[src/rtl/muldiv_unit.sv]
// rtl/muldiv_unit.sv - iterative RV32M multiply/divide unit, one bit per cycle
module muldiv_unit #(
  parameter int XLEN = 32
) (
  input  logic            clk,
  input  logic            reset,
  input  logic            req_valid,
  output logic            req_ready,
  input  logic [XLEN-1:0] src_a,
  input  logic [XLEN-1:0] src_b,
  input  logic [2:0]      funct3,
  input  logic            kill,
  output logic            resp_valid,
  input  logic            resp_ready,
  output logic [XLEN-1:0] result
);

  localparam int CW = $clog2(XLEN);

  typedef enum logic [1:0] {IDLE, CALC, FIX, DONE} state_t;

  state_t state, state_next;

  logic [CW-1:0]   cnt;
  logic [2:0]      op;
  logic [XLEN-1:0] acc_hi;
  logic [XLEN-1:0] acc_lo;
  logic [XLEN-1:0] opnd;
  logic            res_neg;
  logic            a_neg;

  logic            accept;
  logic            a_sign, b_sign;
  logic [XLEN-1:0] a_mag, b_mag;
  logic            div_zero, div_ovf, special;
  logic [XLEN-1:0] special_result;

  logic [XLEN:0]     mul_sum;
  logic [XLEN:0]     div_shift;
  logic [XLEN:0]     div_diff;
  logic [2*XLEN-1:0] product;
  logic [2*XLEN-1:0] prod_fixed;
  logic [XLEN-1:0]   quot_fixed;
  logic [XLEN-1:0]   rem_fixed;
  logic [XLEN-1:0]   fix_result;

  assign accept = req_valid && req_ready && !kill;

  // Divide ops are signed when funct3[0]==0; multiply signedness follows MUL/MULH/MULHSU/MULHU.
  assign a_sign = funct3[2] ? (!funct3[0] && src_a[XLEN-1])
                            : ((funct3[1:0] != 2'b11) && src_a[XLEN-1]);
  assign b_sign = funct3[2] ? (!funct3[0] && src_b[XLEN-1])
                            : (!funct3[1] && src_b[XLEN-1]);
  assign a_mag  = a_sign ? -src_a : src_a;
  assign b_mag  = b_sign ? -src_b : src_b;

  assign div_zero = funct3[2] && (src_b == '0);
  assign div_ovf  = funct3[2] && !funct3[0]
                    && (src_a == {1'b1, {(XLEN-1){1'b0}}})
                    && (src_b == {XLEN{1'b1}});
  assign special  = div_zero || div_ovf;

  always_comb begin
    special_result = '0;
    if (div_zero)
      special_result = funct3[1] ? src_a : {XLEN{1'b1}};
    else if (div_ovf)
      special_result = funct3[1] ? '0 : {1'b1, {(XLEN-1){1'b0}}};
  end

  // Multiply: acc_hi accumulates, acc_lo holds the multiplier and shifts out from the bottom.
  // Divide: acc_hi is the partial remainder, acc_lo shifts dividend out and quotient in.
  assign mul_sum   = {1'b0, acc_hi} + (acc_lo[0] ? {1'b0, opnd} : '0);
  assign div_shift = {acc_hi, acc_lo[XLEN-1]};
  assign div_diff  = div_shift - {1'b0, opnd};

  assign product    = {acc_hi, acc_lo};
  assign prod_fixed = res_neg ? -product : product;
  assign quot_fixed = res_neg ? -acc_lo : acc_lo;
  assign rem_fixed  = a_neg ? -acc_hi : acc_hi;

  always_comb begin
    fix_result = '0;
    case (op)
      3'b000:                 fix_result = prod_fixed[XLEN-1:0];
      3'b001, 3'b010, 3'b011: fix_result = prod_fixed[2*XLEN-1:XLEN];
      3'b100, 3'b101:         fix_result = quot_fixed;
      default:                fix_result = rem_fixed;
    endcase
  end

  always_ff @(posedge clk) begin
    if (reset)
      state <= IDLE;
    else
      state <= state_next;
  end

  always_comb begin
    state_next = state;
    case (state)
      IDLE: if (accept) state_next = special ? DONE : CALC;
      CALC: if (cnt == '0) state_next = FIX;
      FIX:  state_next = DONE;
      DONE: if (resp_ready) state_next = IDLE;
      default: state_next = IDLE;
    endcase
    if (kill && (state != IDLE))
      state_next = IDLE;
  end

  always_comb begin
    req_ready  = (state == IDLE);
    resp_valid = (state == DONE);
  end

  always_ff @(posedge clk) begin
    if (reset) begin
      cnt     <= '0;
      op      <= '0;
      acc_hi  <= '0;
      acc_lo  <= '0;
      opnd    <= '0;
      res_neg <= 1'b0;
      a_neg   <= 1'b0;
      result  <= '0;
    end else begin
      case (state)
        IDLE: begin
          if (accept) begin
            op      <= funct3;
            cnt     <= CW'(XLEN-1);
            acc_hi  <= '0;
            acc_lo  <= funct3[2] ? a_mag : b_mag;
            opnd    <= funct3[2] ? b_mag : a_mag;
            res_neg <= a_sign ^ b_sign;
            a_neg   <= a_sign;
            if (special)
              result <= special_result;
          end
        end
        CALC: begin
          if (cnt != '0)
            cnt <= cnt - CW'(1);
          if (op[2]) begin
            if (!div_diff[XLEN]) begin
              acc_hi <= div_diff[XLEN-1:0];
              acc_lo <= {acc_lo[XLEN-2:0], 1'b1};
            end else begin
              acc_hi <= div_shift[XLEN-1:0];
              acc_lo <= {acc_lo[XLEN-2:0], 1'b0};
            end
          end else begin
            {acc_hi, acc_lo} <= {mul_sum, acc_lo[XLEN-1:1]};
          end
        end
        FIX: begin
          if (!kill)
            result <= fix_result;
        end
        default: ;
      endcase
    end
  end

endmodule
[config.mk]
export PLATFORM = sky130hd
export DESIGN_NAME = muldiv_unit
export DESIGN_NICKNAME = d
export VERILOG_FILES = /design/src/rtl/muldiv_unit.sv
export SDC_FILE = /design/constraint.sdc
export NUM_CORES = 1
export LEC_CHECK = 0
export CORE_MARGIN = 5
export CORE_UTILIZATION = 61
export CTS_CLUSTER_DIAMETER = 120
export DETAILED_ROUTE_END_ITERATION = 7
export GPL_ROUTABILITY_DRIVEN = 1
export PLACE_DENSITY = 0.88
export SYNTH_ARGS = -nofsm -noshare
export SYNTH_HDL_FRONTEND = slang
export SYNTH_SLANG_ARGS = --single-unit
[constraint.sdc]
create_clock -name clk -period 4.5 [get_ports clk]
set_input_delay 0.9 -clock clk [delete_from_list [all_inputs] [get_ports clk]]
set_output_delay 0.9 -clock clk [all_outputs]
set_load 0.05 [all_outputs]
==> metrics list <==
- The first global-routing pass estimated 90400 um of wire.
- Relative to the synthesized area, the layout overhead comes to 12.6%.
- In this run the post-CTS setup repair buffer count came out at 0.
- Total of max-cap violations: 0
- For this run the aggregate overflow at the end of global routing stands at 0.
- Wire length reported by the detailed router: 59900 um
* Placer congestion estimate: 1.04
- For this design the ratio of total power to cell area is 359 nW/um^2.
* Final Util: 70.1%
- After detailed routing, the average wire length per cell comes to 24.7 um.
- After synthesis, the mean cell area works out to 7.09 sq um.
- Core Box Area: 23600 sq um
* Most common library cell in the layout ignoring fill and taps: sky130_fd_sc_hd__nor2_1
* Synthesized netlist net count: 2223
- After detailed routing, the number of vias per cell comes to 7.06.
- Overall die height: 165 um
- In the final timing run, aggregate negative setup slack is 0 ps.
- Overall routing resource usage: 42.8%
- Critical path startpoint: acc_hi[2]
- Share of flip-flops with an asynchronous set or reset: 0%
- Maximum buffer depth of the clock tree: 2
- Clock-pin slew on the worst setup and hold paths: 80 ps
- The netlist uses 82 different library cells.
- Setup repair after global routing left no endpoint under its margin.
* Violation count after the first detailed-route iteration: 2805
- The H-tree was split into 4 levels.
- Static leakage: 6.29 nW
- After detailed routing, the number of remaining DRC violations is 0.
- After clock tree synthesis, the flow added hold-fix buffers numbering 0.
- At the pin with the least slew margin, the transition time is 1320 ps.
- Measured against its own limit, the worst slew margin works out to 11.9%.
- Initial Utilization: 62.2%
- The number of hold violations in the final report is 0.
- The worst path in the final design needs a cycle of 3900 ps, including I/O delays and setup.
- Startpoint types: flop
* Count of nets left with antenna violations after detail routing: 0
* Number of port buffers: 105
- Summing all flip-flop and latch instances after layout gives 2810 sq um.
- Number of synthesis warnings: 0
- HP Start: opnd[24]
* Startpoint of the worst register-to-register path: acc_hi[2]
* Type of destination of the critical path: flop
- Initial antenna violation count: 2
* Final Total Pwr: 0.00594 W
- The post-route netlist has 6.32% of its cells at a drive strength greater than 1.
* Final worst clock skew: 17.5 ps
- TritonCTS built the clock tree.
- In this run the worst hold path is classified as reg -> reg.
* Count of cells resized by post-cts repair: 0
- The synthesized design contains 140 register bits.
- Synthesis handed over a netlist of 2074 instances.
- In this run the horizontal extent of the chip is 165 um.
* Timing-limited maximum frequency: 256 MHz
- Entering global routing, the biggest net connects 82 pins.
* Cell type contributing the most total cell area after synthesis: sky130_fd_sc_hd__dfxtp_1
- Outcome: completed
* Number of global-route vias before repair: 15300
- For this block, the via count after detailed routing is 17100.
- Iteration count of the initial detailed-routing pass: 6
* Worst setup path class: reg -> reg
- For the worst setup path, the data required time is 4830 ps.
- Post-Synthesis Cell Area: 14700 sq um
* Share of the synthesized area in the top cell type: 19.1%
- IR analysis of the VDD net gives a maximum drop of 0.000253 V.
- Number of endpoints failing setup at the final stage: 0
- At the end of the flow, the number of nets in the layout was 2242.
- FP Rows: 56
* Max Transition Viols Final: 0
* Commonest non-fill, non-tap cells in the layout: sky130_fd_sc_hd__nor2_1 (231), sky130_fd_sc_hd__nand2_1 (207), sky130_fd_sc_hd__o21ai_0 (158), sky130_fd_sc_hd__a21oi_1 (147), sky130_fd_sc_hd__dfxtp_1 (138)
- The die covers 27300 sq um.
- Clock latency on the worst-skew pair: 440 ps
- For this design, the sink count on the clock tree is 140.
* Top area cells in the synthesized netlist: sky130_fd_sc_hd__dfxtp_1 (19%), sky130_fd_sc_hd__ha_1 (6.4%), sky130_fd_sc_hd__xor2_1 (6.0%)
* Critical-path maximum fanout: 11
- Cell chosen for the clock root: sky130_fd_sc_hd__clkbuf_16
* Sequential area share after synthesis: 19.1%
- The final critical path takes up 86.8% of the cycle.
* Commonest register cell after synthesis: sky130_fd_sc_hd__dfxtp_1
- Number of buffers inserted during clock tree synthesis: 17
- Filler Cell Count: 2072
* DPL Wire Length: 45600 um
* Number of synthesized flops with an enable pin: 0
- Data arrival time at the worst-slack endpoint: 4230 ps
- The multi-input combinational cells in the finished layout cover a total of 11000 sq um.
* Boundary Pins: 106
-- cells by family (layout without fill, tap and decap cells) --
| kind of cell | Yosys count | count (layout) | synth area share [%] |
|---|---|---|---|
| other cells | 0 | 1 | 0 |
| fa+ha+maj | 77 | 77 | 6.66 |
| simple gates | 702 | 702 | 22.1 |
| buf+inv | 231 | 263 | 6.14 |
| xor+xnor | 187 | 187 | 11.1 |
| flops | 140 | 140 | 19.1 |
| mux | 66 | 66 | 4.67 |
| compound gates | 671 | 671 | 30.2 |
-- metrics by stage --
stage                     cells  setup slack, ps  area [sq um]  hold WS, ps
after floorplan            2074              877         14700          432
after global placement     2393              290         15900          440
after detailed placement   2393              224         15900          447
after CTS                  2425              684         16500          456
after global routing       2425              294         16500          478
final                      2426              596         16500          454
-- worst max-delay path, cell delays in order, from the launching register on --
cell	delay [ps]
sky130_fd_sc_hd__dfxtp_1	670
sky130_fd_sc_hd__ha_1	370
sky130_fd_sc_hd__o21a_1	140
sky130_fd_sc_hd__o31a_1	150
sky130_fd_sc_hd__o21ai_0	350
sky130_fd_sc_hd__o21ai_0	280
sky130_fd_sc_hd__a31oi_1	550
sky130_fd_sc_hd__o21ai_0	270
sky130_fd_sc_hd__and3_1	220
sky130_fd_sc_hd__or4_1	540
sky130_fd_sc_hd__a32o_1	260
-- cells in the mapped netlist (8+ instances only) --
cell type                  number
sky130_fd_sc_hd__nand4_1       21
sky130_fd_sc_hd__and2_1        14
sky130_fd_sc_hd__nor4_1        21
sky130_fd_sc_hd__a311oi_1      18
sky130_fd_sc_hd__o21ai_0      159
sky130_fd_sc_hd__or3_1         22
sky130_fd_sc_hd__a22oi_1       20
sky130_fd_sc_hd__o21bai_1       8
sky130_fd_sc_hd__mux2i_1       45
sky130_fd_sc_hd__inv_1         73
sky130_fd_sc_hd__dfxtp_1      140
sky130_fd_sc_hd__a21oi_1      148
sky130_fd_sc_hd__nand2_1      207
sky130_fd_sc_hd__mux2_2        21
sky130_fd_sc_hd__o221ai_1      15
sky130_fd_sc_hd__or4_1         14
sky130_fd_sc_hd__buf_2         13
sky130_fd_sc_hd__a21o_1        24
sky130_fd_sc_hd__nor3_1        69
sky130_fd_sc_hd__nor2_1       233
sky130_fd_sc_hd__xnor2_1       86
sky130_fd_sc_hd__ha_1          75
sky130_fd_sc_hd__o41ai_1       15
sky130_fd_sc_hd__clkbuf_1     129
sky130_fd_sc_hd__nor2b_1       17
sky130_fd_sc_hd__a211oi_1      68
sky130_fd_sc_hd__xor2_1       101
sky130_fd_sc_hd__and3_1         9
sky130_fd_sc_hd__a221oi_1      13
sky130_fd_sc_hd__o211ai_1      26
sky130_fd_sc_hd__o22ai_1       19
sky130_fd_sc_hd__buf_1         11
sky130_fd_sc_hd__a31oi_1       19
sky130_fd_sc_hd__o21a_1        14
sky130_fd_sc_hd__nand3_1       30
sky130_fd_sc_hd__nand2b_1      10
sky130_fd_sc_hd__o31ai_1       35
-- power breakdown --
part / total (W) / switching [W] / internal, W
clock network: 0.00149 / 0.000727 / 0.000760
registers: 0.00167 / 0.000270 / 0.00140
logic: 0.00278 / 0.00177 / 0.00102
-- path summary, 6_finish.rpt --
check / to / slack (ps) / cells past startpoint
worst max-delay path: acc_hi[31] / 600 / 10
worst min-delay path: opnd[24] / 450 / 2
worst max register to register: acc_hi[31] / 600 / 10
worst min register to register: opnd[24] / 450 / 2
-- layer usage --
metal / wire [um] / track usage, % / up-vias
met4: 2820 / 16.8 / 0
met2: 24800 / 62.6 / 1304
met3: 8630 / 12.0 / 192
met5: 0 / 0 / -
met1: 23600 / 59.4 / 7989
li1: - / - / 7645
-- registers in the layout, summed over array words and instances, names as in the netlist --
| register | count |
|---|---|
| a_neg | 1 |
| res_neg | 1 |
| opnd | 32 |
| cnt | 5 |
| acc_lo | 32 |
| op | 3 |
| acc_hi | 32 |
| state | 2 |
| result | 32 |
-- area by class of cell --
type                            count  share of cell area, %
Multi-Input combinational cell   1703                   66.5
Sequential cell                   140                   17.0
Timing Repair Buffer              156                   8.69
Clock buffer                       17                   2.57
Tap cell                          319                   2.41
Inverter                           75                   1.70
Clock inverter                     15                   1.14
Antenna cell                        1                 0.0151
Note: power is estimated with default switching activity, not from simulation.
==> variant: new RTL, same flow settings <==
Encoding of `state_t`: now one-hot (4 bits for 4 states).
--- a/src/rtl/muldiv_unit.sv
+++ b/src/rtl/muldiv_unit.sv
@@ -17,7 +17,7 @@
 
   localparam int CW = $clog2(XLEN);
 
-  typedef enum logic [1:0] {IDLE, CALC, FIX, DONE} state_t;
+  typedef enum logic [3:0] {IDLE = 4'b0001, CALC = 4'b0010, FIX = 4'b0100, DONE = 4'b1000} state_t;
 
   state_t state, state_next;
 
Function: no difference found for any inputs over 4 cycles, from zero or initial values and one cycle with reset high; so few cycles prove little.
==> variant against the unedited design <==
The run now ends with design-rule violations left; routed wire length down 5.0%; design area down 1.3%; setup slack worse by 0.17 ns; sequential cell count up 2; synthesized area down 1.5%; clock skew down 0.0016 ns; highest routed layer unchanged.
Power is not compared: it rests on default switching activity, and its combinational part moved more than twofold at a synthesized area within 25%.
==> variant: results (changes against the unedited design) <==
slew at the pin closest to its max-slew limit - 1.20 ns (-0.118 ns)
total track usage - 41.2% (-1.6 points)
drt pass-1 iters - 8 (+2)
DRC violations left - 2 (+2)
layout cell share with drive strength beyond 1 - 5.79% (-0.53 points)
Non-Clock Buffer Area Fraction - 8.85% (+0.16 points)
CP Launch Point - src_a[19]
Max stage delay on crit path - 0.60 ns (-0.07 ns)
num sequential - 142 (+1.4%)
wire length of the first global-routing pass - 86400 um (-4.4%)
n_diodes - 0 (-1)
vias per inst - 6.84 (-3.2%)
clk tree area frac - 3.68% (-0.029 points)
drt initial violations - 2319 (-17%)
antenna violations before repair - 1 (-1)
compound-gate portion of the synthesized area - 30.2% (+0.050 points)
Worst Path Max Fanout - 10 (-1)
worst reg2reg setup slack - 0.55 ns (-0.05 ns)
main area contributors after synthesis - dfxtp_1 20%, a21oi_1 6.6%, xnor2_1 6.4%, ha_1 6.1%, nand2_1 6.0%
Setup Skew - 0.0160 ns (-0.00157 ns)
violated checks - design-rule violations
Top Family by Delay on Critical Path - simple AND/OR/NAND/NOR gates
routed len/inst - 23.4 um (-5.0%)
slowest stage cell, crit path - clkdlybuf4s50_1
worst r2r src - acc_lo[0]$_SDFFE_PP0P_
Synth Area per Inst - 6.96 um^2 (-1.7%)
Post-DP HPWL - 43600 um (-4.2%)
run status - complete, but fails checks
Multi-input comb cells - 1698 (-0.29%)
Post-synth top cells - 230 x nand2_1, 225 x nor2_1, 192 x a21oi_1
footprint of the multi-input gates - 0.0108 mm^2 (-2.3%)
Nets - 2239 (-0.13%)
register area - 0.00285 mm^2 (+1.4%)
adder-cell share of the synthesized area - 6.41% (-0.24 points)
Fill cells - 2049 (-1.1%)
variant: cell count changes after synthesis, moves of 11 or more:
cell,before,now
clkbuf_1,129,140
o211ai_1,26,54
a211oi_1,68,28
mux2_2,21,1
nor3_1,69,47
a21oi_1,148,192
nand2_1,207,230
xnor2_1,86,106
a31oi_1,19,46
xor2_1,101,81
variant: per-layer routing:
layer  part of all wire, %  track usage, %
met1                    38            54.2
met2                    42            61.1
met3                    13            11.3
met4                   6.2            22.3
met5                     0               0
variant: power breakdown:
part	switching (uW)	internal (uW)
Clock	700	796
Combinational	799	457
Sequential	76.5	1310
Total	1580	2560
variant: worst register-to-register path: stages (launching register included):
cell      delay [ns]
dfxtp_1         0.40
inv_1           0.28
buf_4           0.32
nor2_1          0.10
ha_1            0.36
nand2_1         0.07
nor3_1          0.18
a211oi_1        0.06
buf_4           0.16
o21ai_0         0.36
o21ai_0         0.17
buf_4           0.17
o21ai_0         0.39
a31oi_1         0.22
mux2_2          0.26
a31oi_1         0.07
a211o_1         0.29
variant: cells by family (layout without fill, tap and decap cells):
logic type,after synthesis,after routing
compound gates,691,691
xor+xnor,187,187
fa+ha+maj,73,73
buf+inv,238,267
flops,142,142
mux,53,53
simple gates,694,694
variant: stage by stage:
stage	utilization, %	setup slack (ns)	area [um^2]	hold slack [ns]
global placement	67.3	0.206	15700	0.440
detailed placement	67.3	0.126	15700	0.444
floorplan	-	1.03	14500	0.432
global route	69.8	0.310	16300	0.465
finish	69.8	0.425	16300	0.452
CTS	69.8	0.558	16300	0.454
variant: worst paths after layout:
path | to | cells after the start
setup / recovery | result[18]$_SDFFE_PP0P_ | 11
hold / removal | opnd[24]$_SDFFE_PP0P_ | 2
setup reg to reg | acc_hi[30]$_SDFFE_PP0P_ | 16
hold reg to reg | opnd[24]$_SDFFE_PP0P_ | 2
